<file path="config.mk">
export PLATFORM = sky130hd
export DESIGN_NAME = mem_arbiter
export DESIGN_NICKNAME = d
export VERILOG_FILES = /design/src/rtl/mem_arbiter.sv
export SDC_FILE = /design/constraint.sdc
export NUM_CORES = 1
export LEC_CHECK = 0
export BUFFER_PORTS_ARGS = -buffer_cell sky130_fd_sc_hd__buf_2
export CAP_MARGIN = 5
export CORE_AREA = 3 3 128 130
export CTS_CLUSTER_DIAMETER = 100
export DETAILED_ROUTE_END_ITERATION = 7
export DIE_AREA = 0 0 131 133
export PLACE_DENSITY = 0.79
export SLEW_MARGIN = 25
export SYNTH_ARGS = -nofsm -noshare
export SYNTH_HDL_FRONTEND = slang
export SYNTH_SLANG_ARGS = --single-unit
</file>
<file path="constraint.sdc">
create_clock -name clk -period 1.7 [get_ports clk]
set_input_delay 0.34 -clock clk [delete_from_list [all_inputs] [get_ports clk]]
set_output_delay 0.34 -clock clk [all_outputs]
set_load 0.05 [all_outputs]
</file>
<file path="src/rtl/mem_arbiter.sv">
// Two-port (instruction fetch / data) arbiter in front of one shared memory with
// combinational read data. Fixed-length accesses; data port has priority with a starvation bound.
module mem_arbiter #(
   parameter int ADDR_W        = 32,
   parameter int DATA_W        = 32,
   parameter int ACCESS_CYCLES = 2,
   parameter int STARVE_LIMIT  = 4
) (
   input  logic              clk,
   input  logic              rst,
   input  logic              if_req,
   input  logic [ADDR_W-1:0] if_adr,
   output logic [DATA_W-1:0] if_rdata,
   output logic              if_ack,
   input  logic              d_req,
   input  logic              d_we,
   input  logic [ADDR_W-1:0] d_adr,
   input  logic [DATA_W-1:0] d_wdata,
   output logic [DATA_W-1:0] d_rdata,
   output logic              d_ack,
   output logic [ADDR_W-1:0] mem_adr,
   output logic [DATA_W-1:0] mem_wdata,
   output logic              mem_read,
   output logic              mem_write,
   input  logic [DATA_W-1:0] mem_rdata
);

   localparam logic [3:0] CNT_INIT   = 4'(ACCESS_CYCLES - 1);
   localparam logic [3:0] STARVE_MAX = 4'(STARVE_LIMIT);

   typedef enum logic [1:0] {
      ST_IDLE,
      ST_BUSY,
      ST_DONE
   } state_t;

   state_t            state_q, state_d;
   logic [3:0]        cnt_q, cnt_d;
   logic [3:0]        starve_q, starve_d;
   logic              owner_d_q, owner_d_d;
   logic              we_q, we_d;
   logic [ADDR_W-1:0] adr_q, adr_d;
   logic [DATA_W-1:0] wdata_q, wdata_d;
   logic [DATA_W-1:0] if_rdata_q, if_rdata_d;
   logic [DATA_W-1:0] d_rdata_q, d_rdata_d;
   logic              grant_if;

   always_comb begin
      state_d    = state_q;
      cnt_d      = cnt_q;
      starve_d   = starve_q;
      owner_d_d  = owner_d_q;
      we_d       = we_q;
      adr_d      = adr_q;
      wdata_d    = wdata_q;
      if_rdata_d = if_rdata_q;
      d_rdata_d  = d_rdata_q;
      // Instruction port wins only when alone or once the data port has used up its quota.
      grant_if   = if_req && (!d_req || (starve_q == STARVE_MAX));

      case (state_q)
         ST_IDLE: begin
            if (if_req || d_req) begin
               state_d = ST_BUSY;
               cnt_d   = CNT_INIT;
               if (grant_if) begin
                  owner_d_d = 1'b0;
                  adr_d     = if_adr;
                  wdata_d   = '0;
                  we_d      = 1'b0;
                  starve_d  = '0;
               end else begin
                  owner_d_d = 1'b1;
                  adr_d     = d_adr;
                  wdata_d   = d_wdata;
                  we_d      = d_we;
                  if (if_req && (starve_q != STARVE_MAX)) begin
                     starve_d = starve_q + 4'd1;
                  end
               end
            end
         end
         ST_BUSY: begin
            if (cnt_q == 4'd0) begin
               state_d = ST_DONE;
               if (!we_q) begin
                  if (owner_d_q) begin
                     d_rdata_d = mem_rdata;
                  end else begin
                     if_rdata_d = mem_rdata;
                  end
               end
            end else begin
               cnt_d = cnt_q - 4'd1;
            end
         end
         ST_DONE: begin
            state_d = ST_IDLE;
         end
         default: begin
            state_d = ST_IDLE;
         end
      endcase
   end

   always_ff @(posedge clk) begin
      if (rst) begin
         state_q    <= ST_IDLE;
         cnt_q      <= '0;
         starve_q   <= '0;
         owner_d_q  <= 1'b0;
         we_q       <= 1'b0;
         adr_q      <= '0;
         wdata_q    <= '0;
         if_rdata_q <= '0;
         d_rdata_q  <= '0;
      end else begin
         state_q    <= state_d;
         cnt_q      <= cnt_d;
         starve_q   <= starve_d;
         owner_d_q  <= owner_d_d;
         we_q       <= we_d;
         adr_q      <= adr_d;
         wdata_q    <= wdata_d;
         if_rdata_q <= if_rdata_d;
         d_rdata_q  <= d_rdata_d;
      end
   end

   assign mem_adr   = adr_q;
   assign mem_wdata = wdata_q;
   assign mem_read  = (state_q == ST_BUSY) && !we_q;
   assign mem_write = (state_q == ST_BUSY) && we_q;
   assign if_ack    = (state_q == ST_DONE) && !owner_d_q;
   assign d_ack     = (state_q == ST_DONE) && owner_d_q;
   assign if_rdata  = if_rdata_q;
   assign d_rdata   = d_rdata_q;

endmodule

</file>
== Word level (Yosys, flattened, before mapping) ==
Cells that the tools add are included.

* $add $sub $neg: 2
* Eq/ne operators: 7
* Mux-type cells: 12
* Bitwise logic cells: 2
* Reductions and logical operators: 21

{| class="wikitable"
|+ Operators with widths
! operator !! count
|-
| two-way mux 32 bit || 2
|-
| two-way mux 4 bit || 4
|-
| one-hot mux 4 bit (2 select lines) || 1
|-
| AND reduction 4 bit || 2
|-
| logical AND 1 bit || 6
|-
| != test 2 bit (second input constant) || 3
|-
| AND reduction 3 bit || 2
|-
| adder 4 x 1 -> 4 bit (second input constant) || 1
|-
| equality test 4 x 3 -> 1 bit (second input constant) || 1
|-
| zero test 4 bit || 1
|-
| two-way mux 2 bit || 2
|-
| != test 4 x 3 -> 1 bit (second input constant) || 1
|-
| one-hot mux 2 bit (2 select lines) || 1
|-
| AND reduction 2 bit || 2
|-
| nonzero test 2 bit || 2
|-
| subtractor 4 x 1 -> 4 bit (second input constant) || 1
|-
| zero test 1 bit || 3
|-
| equality test 2 x 1 -> 1 bit (second input constant) || 1
|-
| equality test 2 bit (second input constant) || 1
|-
| zero test 2 bit || 1
|-
| logical OR 1 bit || 2
|-
| two-way mux 1 bit || 2
|-
| inverter 1 bit || 2
|}

* Flip-flop bits (word level): 140
* Output and inout bits: 132
* Logic and storage cells: 53

== Depth between registers and ports, before layout ==
Gate-level depths: netlist (run 1).

* Depth in word-level cells: 5
* Mapped depth: 7
* Mapped depth without buffers: 5

== Worst setup path before layout (run 1) ==
No wires, ideal clock.

* Path kind: register to register
* Start: reg state_q[0]
* End: reg d_rdata_q[10] (netlist: d_rdata[10])
* Setup time: 0.126 ns
* Data arrival time: 2.498 ns
* Data required time: 1.574 ns
* Setup slack: -0.925 ns
* Stages on the path, launching flop included: 6
* Buffers on the path: 2
* Period minus slack after synthesis: 2.625 ns
* Path through: dfxtp_1 buf_2 nor3b_1 nand3_1 buf_2 mux2i_1

* Longest elaborated chain between the ends: 2

{| class="wikitable"
|+ RTL lines
! element !! RTL line !! source
|-
| start: declaration || 37 || <nowiki>state_t state_q, state_d;</nowiki>
|-
| start signal: assignment || 118 || <nowiki>state_q <= state_d;</nowiki>
|-
| equality test 2 x 1 -> 1 bit || 61 || <nowiki>case (state_q)</nowiki>
|-
| AND reduction 4 bit (no line) || n/a ||
|-
| end signal: assignment || 126 || <nowiki>d_rdata_q <= d_rdata_d;</nowiki>
|-
| end: declaration || 45 || <nowiki>logic [DATA_W-1:0] d_rdata_q, d_rdata_d;</nowiki>
|}

Every way passes these cells.
A chain may end at the register's enable or synchronous reset.

== Final worst setup path (run 1) ==
* Start: reg cnt_q[1]
* End: reg if_rdata_q[23] (netlist: if_rdata[23])

* Longest elaborated chain between the ends: 2

{| class="wikitable"
|+ RTL lines
! element !! RTL line !! source
|-
| start: declaration || 38 || <nowiki>logic [3:0] cnt_q, cnt_d;</nowiki>
|-
| start signal: assignment || 119 || <nowiki>cnt_q <= cnt_d;</nowiki>
|-
| zero test 4 bit || 84 || <nowiki>if (cnt_q == 4'd0) begin</nowiki>
|-
| AND reduction 4 bit (no line) || n/a ||
|-
| end signal: assignment || 125 || <nowiki>if_rdata_q <= if_rdata_d;</nowiki>
|-
| end: declaration || 44 || <nowiki>logic [DATA_W-1:0] if_rdata_q, if_rdata_d;</nowiki>
|}

Every way passes these cells.

==> summary.txt, run 1 <==
RUN STATUS
--------------------------------------------------------------------------------------
Outcome .................................................................    completed

CLOCK TREE
--------------------------------------------------------------------------------------
Clock tree root buffer cell .............................................    clkbuf_16
H-tree depth ............................................................            4
CTS tree ................................................................         done
Number of buffers inserted during clock tree synthesis ..................           17
Worst-skew pair later-pin latency .......................................      0.40 ns
Clock sink count ........................................................          140
Clock slew at the register clock pins of the worst setup and hold paths .      0.06 ns
Max Buffers Root-to-Sink ................................................            2

ROUTING
--------------------------------------------------------------------------------------
Total Wirelength ........................................................     17100 um
DRC violation count after routing .......................................            0
Detail-routed net length per standard cell ..............................      16.1 um
First-pass iteration count of the detailed router .......................            4
Via density per instance ................................................         5.05
Antenna-violating nets left .............................................            0
Number of DRC violations after detailed-routing iteration 0 .............          285
Vias post-DR ............................................................         5378

DIE
--------------------------------------------------------------------------------------
Die footprint ...........................................................  0.0174 mm^2
Total number of placement rows ..........................................           45
Starting Density ........................................................        0.402
Die extent in x .........................................................       131 um
Die Height ..............................................................       133 um
Number of top-level pins ................................................          265
Area of the core ........................................................  0.0153 mm^2

LOGIC SYNTHESIS
--------------------------------------------------------------------------------------
Post-Syn Area ........................................................... 0.00613 mm^2
Sequential-to-total area share from yosys stat ..........................        0.457
Post-synthesis sequential element count .................................          140
Share of synthesized flip-flops with an asynchronous set or reset .......            0
Post-synth top flop .....................................................      dfxtp_1
Post-Synthesis Net Count ................................................          719
Synth cell types ........................................................           43
Mean instance size in the synthesized netlist ...........................    10.5 um^2
Number of warning messages in the yosys log .............................            0
Number of synthesized flops with an enable pin ..........................            0
Gate count of the mapped netlist ........................................          582

PWR
--------------------------------------------------------------------------------------
Share of total power in combinational logic .............................        0.238
Max rail drop VDD .......................................................     0.649 mV
Cell area power density ................................................. 1120 mW/mm^2
Internal power component ................................................      6.63 mW
Net switching power .....................................................      2.94 mW
Sequential share of power ...............................................        0.384
Sw Ratio ................................................................        0.307
Clock share of power ....................................................        0.378
Static leakage ..........................................................      4.05 nW
Power, Total ............................................................      9.57 mW

TIMING
--------------------------------------------------------------------------------------
Final Cycle Share .......................................................        0.995
Total of endpoints with negative setup slack in the final report ........            0
Headroom to the max-slew limit ..........................................        0.714
Fin worst setup slack ...................................................   0.00884 ns
Fin Hold WS .............................................................     0.141 ns
Accumulated negative setup slack ........................................         0 ns
Fin crit period .........................................................      1.69 ns
Hold Fails Final Rpt ....................................................            0
Total count of max-transition violations in the final report ............            0
Peak Freq ...............................................................      591 MHz
Clock Skews .............................................................   0.00594 ns
Setup repair after global routing missed its margin .....................         true
Worst Tran Pin Value ....................................................     0.426 ns

SETUP PATH
--------------------------------------------------------------------------------------
Peak per-stage delay on the critical path ...............................      0.39 ns
Largest fanout on the critical path .....................................            8
Req. time, crit path ....................................................      2.02 ns
Crit start category .....................................................     register
Crit path capture type ..................................................     register
CP max stage cell .......................................................       or3b_4
Cell chain of the critical path ......................................... inv_2, ha_4, or3b_4, nor4_4, buf_6, buf_12, mux2i_2
Data arrival time of the worst path .....................................      2.02 ns
Worst Path Class, Setup ................................................. register to register

PLACE
--------------------------------------------------------------------------------------
Placer Congestion .......................................................        0.817
Placed Cells ............................................................         1026
Worst-case setup slack after placement ..................................   -0.0580 ns
Placement Cell Area ..................................................... 0.00779 mm^2
Port Buffer Count .......................................................          264
DP HPWL .................................................................     11600 um

LAYOUT
--------------------------------------------------------------------------------------
P&R area growth vs syn ..................................................        39.4%
Layout Cells excl Fill ..................................................         1064
Total inserted antenna cells ............................................            0
Final core utilization ..................................................        0.560
# nets final ............................................................          978
Fraction of final layout cells with drive strength greater than 1 .......        0.406
Total non-filler cell area in the finished layout ....................... 0.00855 mm^2

GLOBAL ROUTE
--------------------------------------------------------------------------------------
Met2 layer usage reported by global route ...............................        0.314
Met3 capacity usage during global routing ...............................       0.0440
Met1 track demand over resource .........................................        0.230
Number of antenna violations at the first check in global routing .......            0
Most crowded layer after global routing .................................         met2
First-pass GRT wire length ..............................................     26100 um
Via count of the first global-routing pass ..............................         5273
Overall track demand over capacity in global routing ....................        0.187
Overflow after GRT ......................................................            0
Largest net degree at the start of global routing .......................           71

WORST HOLD PATH
--------------------------------------------------------------------------------------
Hold WC Path Type ....................................................... primary input to register

FLOW RUN
--------------------------------------------------------------------------------------
Max-cap viol count ......................................................            0

## layout make-up
cell class / count / area (um^2)
fillers: 1349 / 6710
multi-input cells: 378 / 3090
flip-flops and latches: 140 / 2810
repair buffers: 298 / 1780
clock buffers: 24 / 492
well taps: 211 / 264
clock inverters: 7 / 87.6
inverters: 6 / 22.5
## worst paths after layout
| kind | start | endpoint | slack, ns | cells after the start |
|---|---|---|---|---|
| hold reg to reg | if_rdata[26] | if_rdata[26] | 0.47 | 2 |
| hold / removal | d_wdata[0] | mem_wdata[0] | 0.14 | 2 |
| setup / recovery | cnt_q[1] | if_rdata[23] | 0.009 | 7 |
| setup reg to reg | cnt_q[1] | if_rdata[23] | 0.009 | 7 |
## logic make-up (layout without fill, tap and decap cells)
logic type                 count (synthesis)  after routing  synth area share
AOI/OAI and AO/OA                         81             81             0.117
adders and majority gates                  4              4           0.00816
buffers and inverters                     64            335            0.0488
DFF                                      140            140             0.457
muxes                                     64             64             0.104
and+or+nand+nor                          229            229             0.265
## state kept, by name, summed over array words and instances, names as in the netlist
signal,count
starve_q,4
mem_wdata,32
if_rdata,32
we_q,1
state_q,2
mem_adr,32
owner_d_q,1
d_rdata,32
cnt_q,4
## metal layers
layer	vias up	part of all wire
met4	0	0.021
met2	167	0.50
met3	26	0.054
li1	2653	-
met5	-	0
met1	2532	0.43
## cells in the final DEF, fill, tap and decap left out, types with 4 or more instances in the layout
master,instances
buf_2,259
buf_12,8
and4_1,32
mux2i_1,63
buf_6,6
a221o_1,32
nand2b_1,97
nor4b_1,32
inv_1,4
a22o_1,33
clkbuf_16,18
buf_4,21
a21oi_1,4
nand4_1,4
nor2b_1,34
clkbuf_8,4
dfxtp_1,135
clkinv_2,4
## synthesized netlist by cell type (all sizes together), types with 2 or more instances
cell    number  area [um^2]
o311ai       2         17.5
and4        32          280
dfxtp      140         2800
inv          6         22.5
nor2         3         11.3
or3b         2         17.5
buf         19          130
ha           4         50.1
nand2b      97          607
clkbuf      39          146
nand2        2         7.51
o21ai        2         10.0
nand3        2         10.0
or4          2         15.0
a221o       32          320
nor3b        5         37.5
a21oi        4         20.0
nand3b       2         15.0
nand4        4         25.0
nand4b       2         17.5
nor4b       32          280
mux2i       64          641
a22o        33          289
nor2b       35          219
## worst max-delay path, delay by kind of cell, from the launching register on
kind / cells / cell delay (ns)
and+or+nand+nor: 2 / 0.56
DFF: 1 / 0.32
muxes: 1 / 0.22
buffers and inverters: 3 / 0.38
adders and majority gates: 1 / 0.12
## repair_timing
action,in CTS,in global routing
resized for setup,14,12
pin swaps,1,1
setup buffers,2,3
hold buffers,0,0
cloned,2,1
setup endpoints to repair,36,43
## power by group through the flow
stage	clock network, mW	registers [mW]	logic [mW]
finish	3.62	3.68	2.27
detailed placement	0	3.73	2.18
global placement	0	3.73	2.16
CTS	3.68	3.67	2.26
global route	3.82	3.71	2.41
floorplan	0	4.48	0.805
Power figures use the tool's default switching activity.
==> run 2: changes to the inputs <==
--- a/config.mk
+++ b/config.mk
@@ -5,12 +5,13 @@
 export SDC_FILE = /design/constraint.sdc
 export NUM_CORES = 1
 export LEC_CHECK = 0
+export ABC_AREA = 1
 export BUFFER_PORTS_ARGS = -buffer_cell sky130_fd_sc_hd__buf_2
 export CAP_MARGIN = 5
-export CORE_AREA = 3 3 128 130
+export CORE_AREA = 3 3 125 127
 export CTS_CLUSTER_DIAMETER = 100
 export DETAILED_ROUTE_END_ITERATION = 7
-export DIE_AREA = 0 0 131 133
+export DIE_AREA = 0 0 128 130
 export PLACE_DENSITY = 0.79
 export SLEW_MARGIN = 25
 export SYNTH_ARGS = -nofsm -noshare
==> summary.txt, run 2 <==
RUN STATUS
--------------------------------------------------------------------------------------
Outcome .................................................................    completed

LAYOUT
--------------------------------------------------------------------------------------
P&R area growth vs syn ..................................................        36.1%
Total inserted antenna cells ............................................            0
Commonest cells after routing, fill and taps aside ...................... 309 x nand2_1, 261 x buf_2, 178 x nor2_1, 138 x dfxtp_1, 75 x inv_1
# nets final ............................................................         1236
Fraction of final layout cells with drive strength greater than 1 .......        0.291
Most common cell after layout, fill and taps aside ......................      nand2_1

CLOCK TREE
--------------------------------------------------------------------------------------
CTS tree ................................................................         done
Worst-skew pair later-pin latency .......................................      0.41 ns
Clock sink count ........................................................          140
Post-cts hold buffer count ..............................................            0
Max Buffers Root-to-Sink ................................................            2
Number of buffers inserted during clock tree synthesis ..................           17
Clock slew at the register clock pins of the worst setup and hold paths .      0.06 ns
Clock tree root buffer cell .............................................    clkbuf_16
H-tree depth ............................................................            4

GLOBAL ROUTE
--------------------------------------------------------------------------------------
Overflow after GRT ......................................................            0
First-pass GRT wire length ..............................................     24600 um
Via count of the first global-routing pass ..............................         5229
Met3 capacity usage during global routing ...............................       0.0634
Most crowded layer after global routing .................................         met2
Met2 layer usage reported by global route ...............................        0.312
Met1 track demand over resource .........................................        0.216
Largest net degree at the start of global routing .......................           54
Overall track demand over capacity in global routing ....................        0.185
Number of antenna violations at the first check in global routing .......            0

ROUTING
--------------------------------------------------------------------------------------
DRC violation count after routing .......................................            0
Detail-routed net length per standard cell ..............................      12.2 um
First-pass iteration count of the detailed router .......................            4
Number of DRC violations after detailed-routing iteration 0 .............          286
Via density per instance ................................................         4.43
Total Wirelength ........................................................     15800 um
Vias post-DR ............................................................         5735
Antenna-violating nets left .............................................            0

PWR
--------------------------------------------------------------------------------------
Max rail drop VDD .......................................................     0.590 mV
Net switching power .....................................................      4.03 mW
Sequential share of power ...............................................        0.369
Cell area power density ................................................. 1370 mW/mm^2
Static leakage ..........................................................      4.32 nW
Internal power component ................................................      6.72 mW
Share of total power in combinational logic .............................        0.309
Clock share of power ....................................................        0.322
Power, Total ............................................................      10.7 mW
Sw Ratio ................................................................        0.375

TIMING
--------------------------------------------------------------------------------------
Fin Hold WS .............................................................     0.141 ns
Clock Skews .............................................................   0.00512 ns
Fin crit period .........................................................      1.64 ns
Hold Fails Final Rpt ....................................................            0
Setup repair after global routing missed its margin .....................        false
Headroom to the max-slew limit ..........................................        0.811
Total count of max-transition violations in the final report ............            0
Peak Freq ...............................................................      611 MHz
Accumulated negative setup slack ........................................         0 ns
Total of endpoints with negative setup slack in the final report ........            0
Worst Tran Pin Value ....................................................     0.285 ns
Final Cycle Share .......................................................        0.962

SETUP PATH
--------------------------------------------------------------------------------------
Data arrival time of the worst path .....................................      1.30 ns
Crit-path leading delay family ..........................................   flip-flops
Req. time, crit path ....................................................      1.36 ns
Cell chain of the critical path ......................................... inv_2, nor3_2, buf_6
Buffering stage count on the worst path with inverters included .........            2
Crit path capture type .................................................. primary output
Worst Path Class, Setup ................................................. register to primary output
Crit start category .....................................................     register
Largest fanout on the critical path .....................................            3
Peak per-stage delay on the critical path ...............................      0.39 ns
CP max stage cell .......................................................      dfxtp_4

PLACE
--------------------------------------------------------------------------------------
Port Buffer Count .......................................................          264
DP HPWL .................................................................     11700 um
Placer Congestion .......................................................        0.821

LOGIC SYNTHESIS
--------------------------------------------------------------------------------------
Number of synthesized flops with an enable pin ..........................            0
Synth cell count leaders ................................................ 310 x nand2_1, 178 x nor2_1, 140 x dfxtp_1
Top-count cell post-synth ...............................................      nand2_1
Post-synthesis sequential element count .................................          140
Post-Syn Area ........................................................... 0.00577 mm^2
Share of synthesized flip-flops with an asynchronous set or reset .......            0
Post-synth top flop .....................................................      dfxtp_1
Post-Synthesis Net Count ................................................          982
Mean instance size in the synthesized netlist ...........................    6.83 um^2
Number of warning messages in the yosys log .............................            0
Synth cell types ........................................................           22
Gate count of the mapped netlist ........................................          845
Sequential-to-total area share from yosys stat ..........................        0.486
Post-synth top area cell ................................................      dfxtp_1
Synth area leaders ...................................................... dfxtp_1 49%, nand2_1 20%, nor2_1 12%
Share of the synthesized area in the top cell type ......................        0.486

DIE
--------------------------------------------------------------------------------------
Number of top-level pins ................................................          265
Total number of placement rows ..........................................           44
Die Height ..............................................................       130 um
Area of the core ........................................................  0.0145 mm^2
Die extent in x .........................................................       128 um
Starting Density ........................................................        0.397
Die footprint ...........................................................  0.0166 mm^2

WORST HOLD PATH
--------------------------------------------------------------------------------------
Hold WC Path Type ....................................................... primary input to register

FLOW RUN
--------------------------------------------------------------------------------------
Max-cap viol count ......................................................            0

run 2: cell types whose count changed after synthesis, moves of 35 or more:
cell	change
nand2b_1	-97
inv_1	+69
nand3_1	+36
mux2i_1	-64
nor2b_1	-35
nor2_1	+175
nand2_1	+308
run 2: per-stage QoR:
stage	instance area, um^2	utilization	std cells	setup slack, ns
after global routing	7850	0.540	1294	0.0232
after detailed placement	7280	0.501	1264	0.145
after CTS	7850	0.540	1294	0.00941
after floorplan	5780	-	845	0.0904
final	7850	0.540	1294	0.0644
after global placement	7280	0.501	1264	0.211
run 2: worst min-delay path: stages:
cell and delay [ns]:
buf_2 0.07, nand3_1 0.06, nand2_1 0.05
run 2: cells by family (layout without fill, tap and decap cells):
kind of cell / after synthesis / count (layout) / synth area share
compound gates: 42 / 42 / 0.0364
xor+xnor: 1 / 1 / 0.00152
fa+ha+maj: 4 / 4 / 0.00868
buf+inv: 123 / 388 / 0.100
flops: 140 / 140 / 0.486
simple gates: 535 / 535 / 0.367
run 2: timing repair:
action | CTS | global route
endpoints found under the hold margin | 0 | 0
setup endpoints to repair | 3 | 2
buffers inserted | 0 | 0
resized for setup | 6 | 1
gates cloned | 0 | 0
run 2: layer usage:
layer / share of wire / vias to the layer above / wire length, um
li1: - / 3037 / -
met1: 0.42 / 2473 / 6590
met2: 0.48 / 202 / 7620
met3: 0.081 / 23 / 1270
met4: 0.018 / 0 / 291
met5: 0 / - / 0
run 2: final timing paths:
kind              slack (ns)      endpoint       start  depth (start not counted)
setup / recovery        0.06         d_ack   owner_d_q                          3
hold / removal          0.14  mem_wdata[1]  d_wdata[1]                          3
setup reg to reg        0.16  if_rdata[23]    cnt_q[0]                          8
hold reg to reg         0.45    mem_adr[4]  mem_adr[4]                          2
run 2: power by group through the flow:
stage / Sequential [mW] / Combinational (mW) / Clock [mW]
4_1_cts: 3.96 / 3.35 / 3.54
6_report: 3.97 / 3.32 / 3.47
3_3_place_gp: 4.02 / 3.30 / 0
3_5_place_dp: 4.03 / 3.33 / 0
2_1_floorplan: 5.38 / 1.14 / 0
5_1_grt: 4.01 / 3.59 / 3.68
run 2: area by class of cell:
type	count	area (um^2)
clock buffers	22	484
flip-flops and latches	140	2810
clock inverters	8	67.6
multi-input cells	582	2410
well taps	184	230
inverters	80	300
fillers	1412	6680
repair buffers	278	1550
==> run 3: changes to the inputs <==
--- a/config.mk
+++ b/config.mk
@@ -13,7 +13,9 @@
 export DETAILED_ROUTE_END_ITERATION = 7
 export DIE_AREA = 0 0 128 130
 export PLACE_DENSITY = 0.79
+export REMOVE_ABC_BUFFERS = 1
 export SLEW_MARGIN = 25
 export SYNTH_ARGS = -nofsm -noshare
 export SYNTH_HDL_FRONTEND = slang
 export SYNTH_SLANG_ARGS = --single-unit
+export TNS_END_PERCENT = 100
==> summary.txt, run 3 (same netlist as run 2, synthesis figures left out) <==
CLOCK TREE
--------------------------------------------------------------------------------------
Max Buffers Root-to-Sink ................................................            2
Clock slew at the register clock pins of the worst setup and hold paths .      0.06 ns
Clock tree root buffer cell .............................................    clkbuf_16
H-tree depth ............................................................            4
Post-cts hold buffer count ..............................................            0
Clock sink count ........................................................          140
Buffer count from post-CTS setup fixing .................................            0
Resize count post-CTS ...................................................            5
Number of buffers inserted during clock tree synthesis ..................           17
Worst-skew pair later-pin latency .......................................      0.42 ns
CTS tree ................................................................         done

TIMING
--------------------------------------------------------------------------------------
Hold Fails Final Rpt ....................................................            0
Total of endpoints with negative setup slack in the final report ........            0
Final Cycle Share .......................................................        0.955
Clock Skews .............................................................    0.0125 ns
Headroom to the max-slew limit ..........................................        0.800
Fin crit period .........................................................      1.62 ns
Accumulated negative setup slack ........................................         0 ns
Worst Tran Pin Value ....................................................     0.300 ns
Peak Freq ...............................................................      616 MHz
Total count of max-transition violations in the final report ............            0

PLACE
--------------------------------------------------------------------------------------
Port Buffer Count .......................................................          264
Placer Congestion .......................................................        0.804
DP HPWL .................................................................     11400 um

FLOW RUN
--------------------------------------------------------------------------------------
Max-cap viol count ......................................................            0

LAYOUT
--------------------------------------------------------------------------------------
Fill count ..............................................................         1378
Total inserted antenna cells ............................................            0
# nets final ............................................................         1235
Multi-input combinational cell area ..................................... 0.00240 mm^2
Commonest cells after routing, fill and taps aside ...................... 309 x nand2_1, 261 x buf_2, 178 x nor2_1, 138 x dfxtp_1, 75 x inv_1
Most common cell after layout, fill and taps aside ......................      nand2_1
FF/Latch Area ........................................................... 0.00281 mm^2
Fraction of final layout cells with drive strength greater than 1 .......        0.290
Final core utilization ..................................................        0.545
P&R area growth vs syn ..................................................        37.3%

RUN STATUS
--------------------------------------------------------------------------------------
Outcome .................................................................    completed

GLOBAL ROUTE
--------------------------------------------------------------------------------------
Most crowded layer after global routing .................................         met2
Met1 track demand over resource .........................................        0.219
Overflow after GRT ......................................................            0
Met2 layer usage reported by global route ...............................        0.300
Overall track demand over capacity in global routing ....................        0.181
Number of antenna violations at the first check in global routing .......            0
Via count of the first global-routing pass ..............................         5121
Met3 capacity usage during global routing ...............................       0.0647
Largest net degree at the start of global routing .......................           68
First-pass GRT wire length ..............................................     24200 um

WORST HOLD PATH
--------------------------------------------------------------------------------------
Hold-critical path endpoint ............................................. mem_wdata[25]
Hold WC Path Type ....................................................... primary input to register
Origin of the worst min-delay path ......................................  d_wdata[25]
Hold Path Depth .........................................................            3

SETUP PATH
--------------------------------------------------------------------------------------
Cell chain of the critical path ......................................... inv_2, nand2_2, nor2_4, buf_4
Worst Reg2Reg Path Length in Cells ......................................            8
Peak per-stage delay on the critical path ...............................      0.32 ns
Crit-path leading delay family ..........................................   flip-flops
End of the worst register-to-register path .............................. if_rdata[21]
Largest fanout on the critical path .....................................            5
Buffering stage count on the worst path with inverters included .........            2
Critical R2R Launch .....................................................     cnt_q[0]
Data arrival time of the worst path .....................................      1.28 ns
Crit start category .....................................................     register
CP max stage cell .......................................................      dfxtp_1
Minimum setup slack among reg-to-reg paths ..............................      0.18 ns
Worst Path Class, Setup ................................................. register to primary output
Req. time, crit path ....................................................      1.36 ns
Crit path capture type .................................................. primary output

DIE
--------------------------------------------------------------------------------------
Starting Density ........................................................        0.397
Total number of placement rows ..........................................           44
Area of the core ........................................................  0.0145 mm^2
Die extent in x .........................................................       128 um
Die footprint ...........................................................  0.0166 mm^2
Number of top-level pins ................................................          265
Die Height ..............................................................       130 um

PWR
--------------------------------------------------------------------------------------
Internal power component ................................................      7.19 mW
Static leakage ..........................................................      4.34 nW
Max rail drop VDD .......................................................     0.702 mV
Cell area power density ................................................. 1430 mW/mm^2
Sw Ratio ................................................................        0.365
Sequential share of power ...............................................        0.350
Net switching power .....................................................      4.14 mW
Share of total power in combinational logic .............................        0.292
Clock share of power ....................................................        0.358

ROUTING
--------------------------------------------------------------------------------------
Total Wirelength ........................................................     15500 um
Number of DRC violations after detailed-routing iteration 0 .............          246
DRC violation count after routing .......................................            0
Vias post-DR ............................................................         5718
Via density per instance ................................................         4.42
Detail-routed net length per standard cell ..............................      12.0 um
Antenna-violating nets left .............................................            0
First-pass iteration count of the detailed router .......................            6

## run 3: changes by cell type in the layout (fill, tap and decap cells not counted), moves of 2 or more
cell | before | now
clkbuf_8 | 4 | 0
clkinv_4 | 0 | 2
inv_6 | 0 | 2
clkinv_2 | 6 | 2
bufinv_16 | 1 | 5
## run 3: area by class of cell
type / count / share of cell area
clock buffer: 18 / 0.0542
clock inverter: 13 / 0.0270
inverter: 80 / 0.0379
multi-input combinational: 582 / 0.304
sequential: 140 / 0.355
tap: 184 / 0.0291
timing repair buffer: 277 / 0.194
## run 3: worst reg2reg max path: cells and delay by family (launching register included)
family / cells / cell delay (ns)
adders and majority gates: 1 / 0.23
DFF: 1 / 0.31
and+or+nand+nor: 5 / 0.49
buffers and inverters: 2 / 0.38
## run 3: how the worst max path moves through the flow
stage                startpoint          end  slack, ns  depth (start not counted)
global placement       cnt_q[0]   d_rdata[6]       0.22                          8
detailed placement  starve_q[1]  mem_adr[10]       0.19                          9
CTS                   owner_d_q        d_ack      0.002                          3
finish               state_q[1]     mem_read       0.08                          4
global route         state_q[1]    mem_write     -0.004                          4
floorplan           starve_q[0]   mem_adr[0]      -0.90                          8
## run 3: power by group through the flow
stage / clock [mW] / sequential, mW / combinational, mW
finish: 4.05 / 3.96 / 3.31
global route: 4.28 / 4.01 / 3.59
CTS: 4.14 / 3.96 / 3.34
detailed placement: 0 / 4.02 / 3.33
global placement: 0 / 4.01 / 3.29
floorplan: 0 / 5.38 / 1.02
## run 3: layer usage
layer	up-vias	wire [um]
li1	3035	-
met1	2445	6690
met2	224	7120
met3	14	1450
met4	0	224
met5	-	0
## run 3: metrics by stage
stage	power [mW]	area, um^2	hold slack (ns)	std cells	setup slack (ns)
6_report	11.3	7920	0.135	1294	0.0772
5_1_grt	11.9	7920	0.125	1294	-0.00421
4_1_cts	11.4	7910	0.123	1294	0.00247
3_5_place_dp	7.35	7250	0.434	1263	0.187
3_3_place_gp	7.30	7250	0.432	1263	0.221
2_1_floorplan	6.40	5490	0.409	802	-0.904
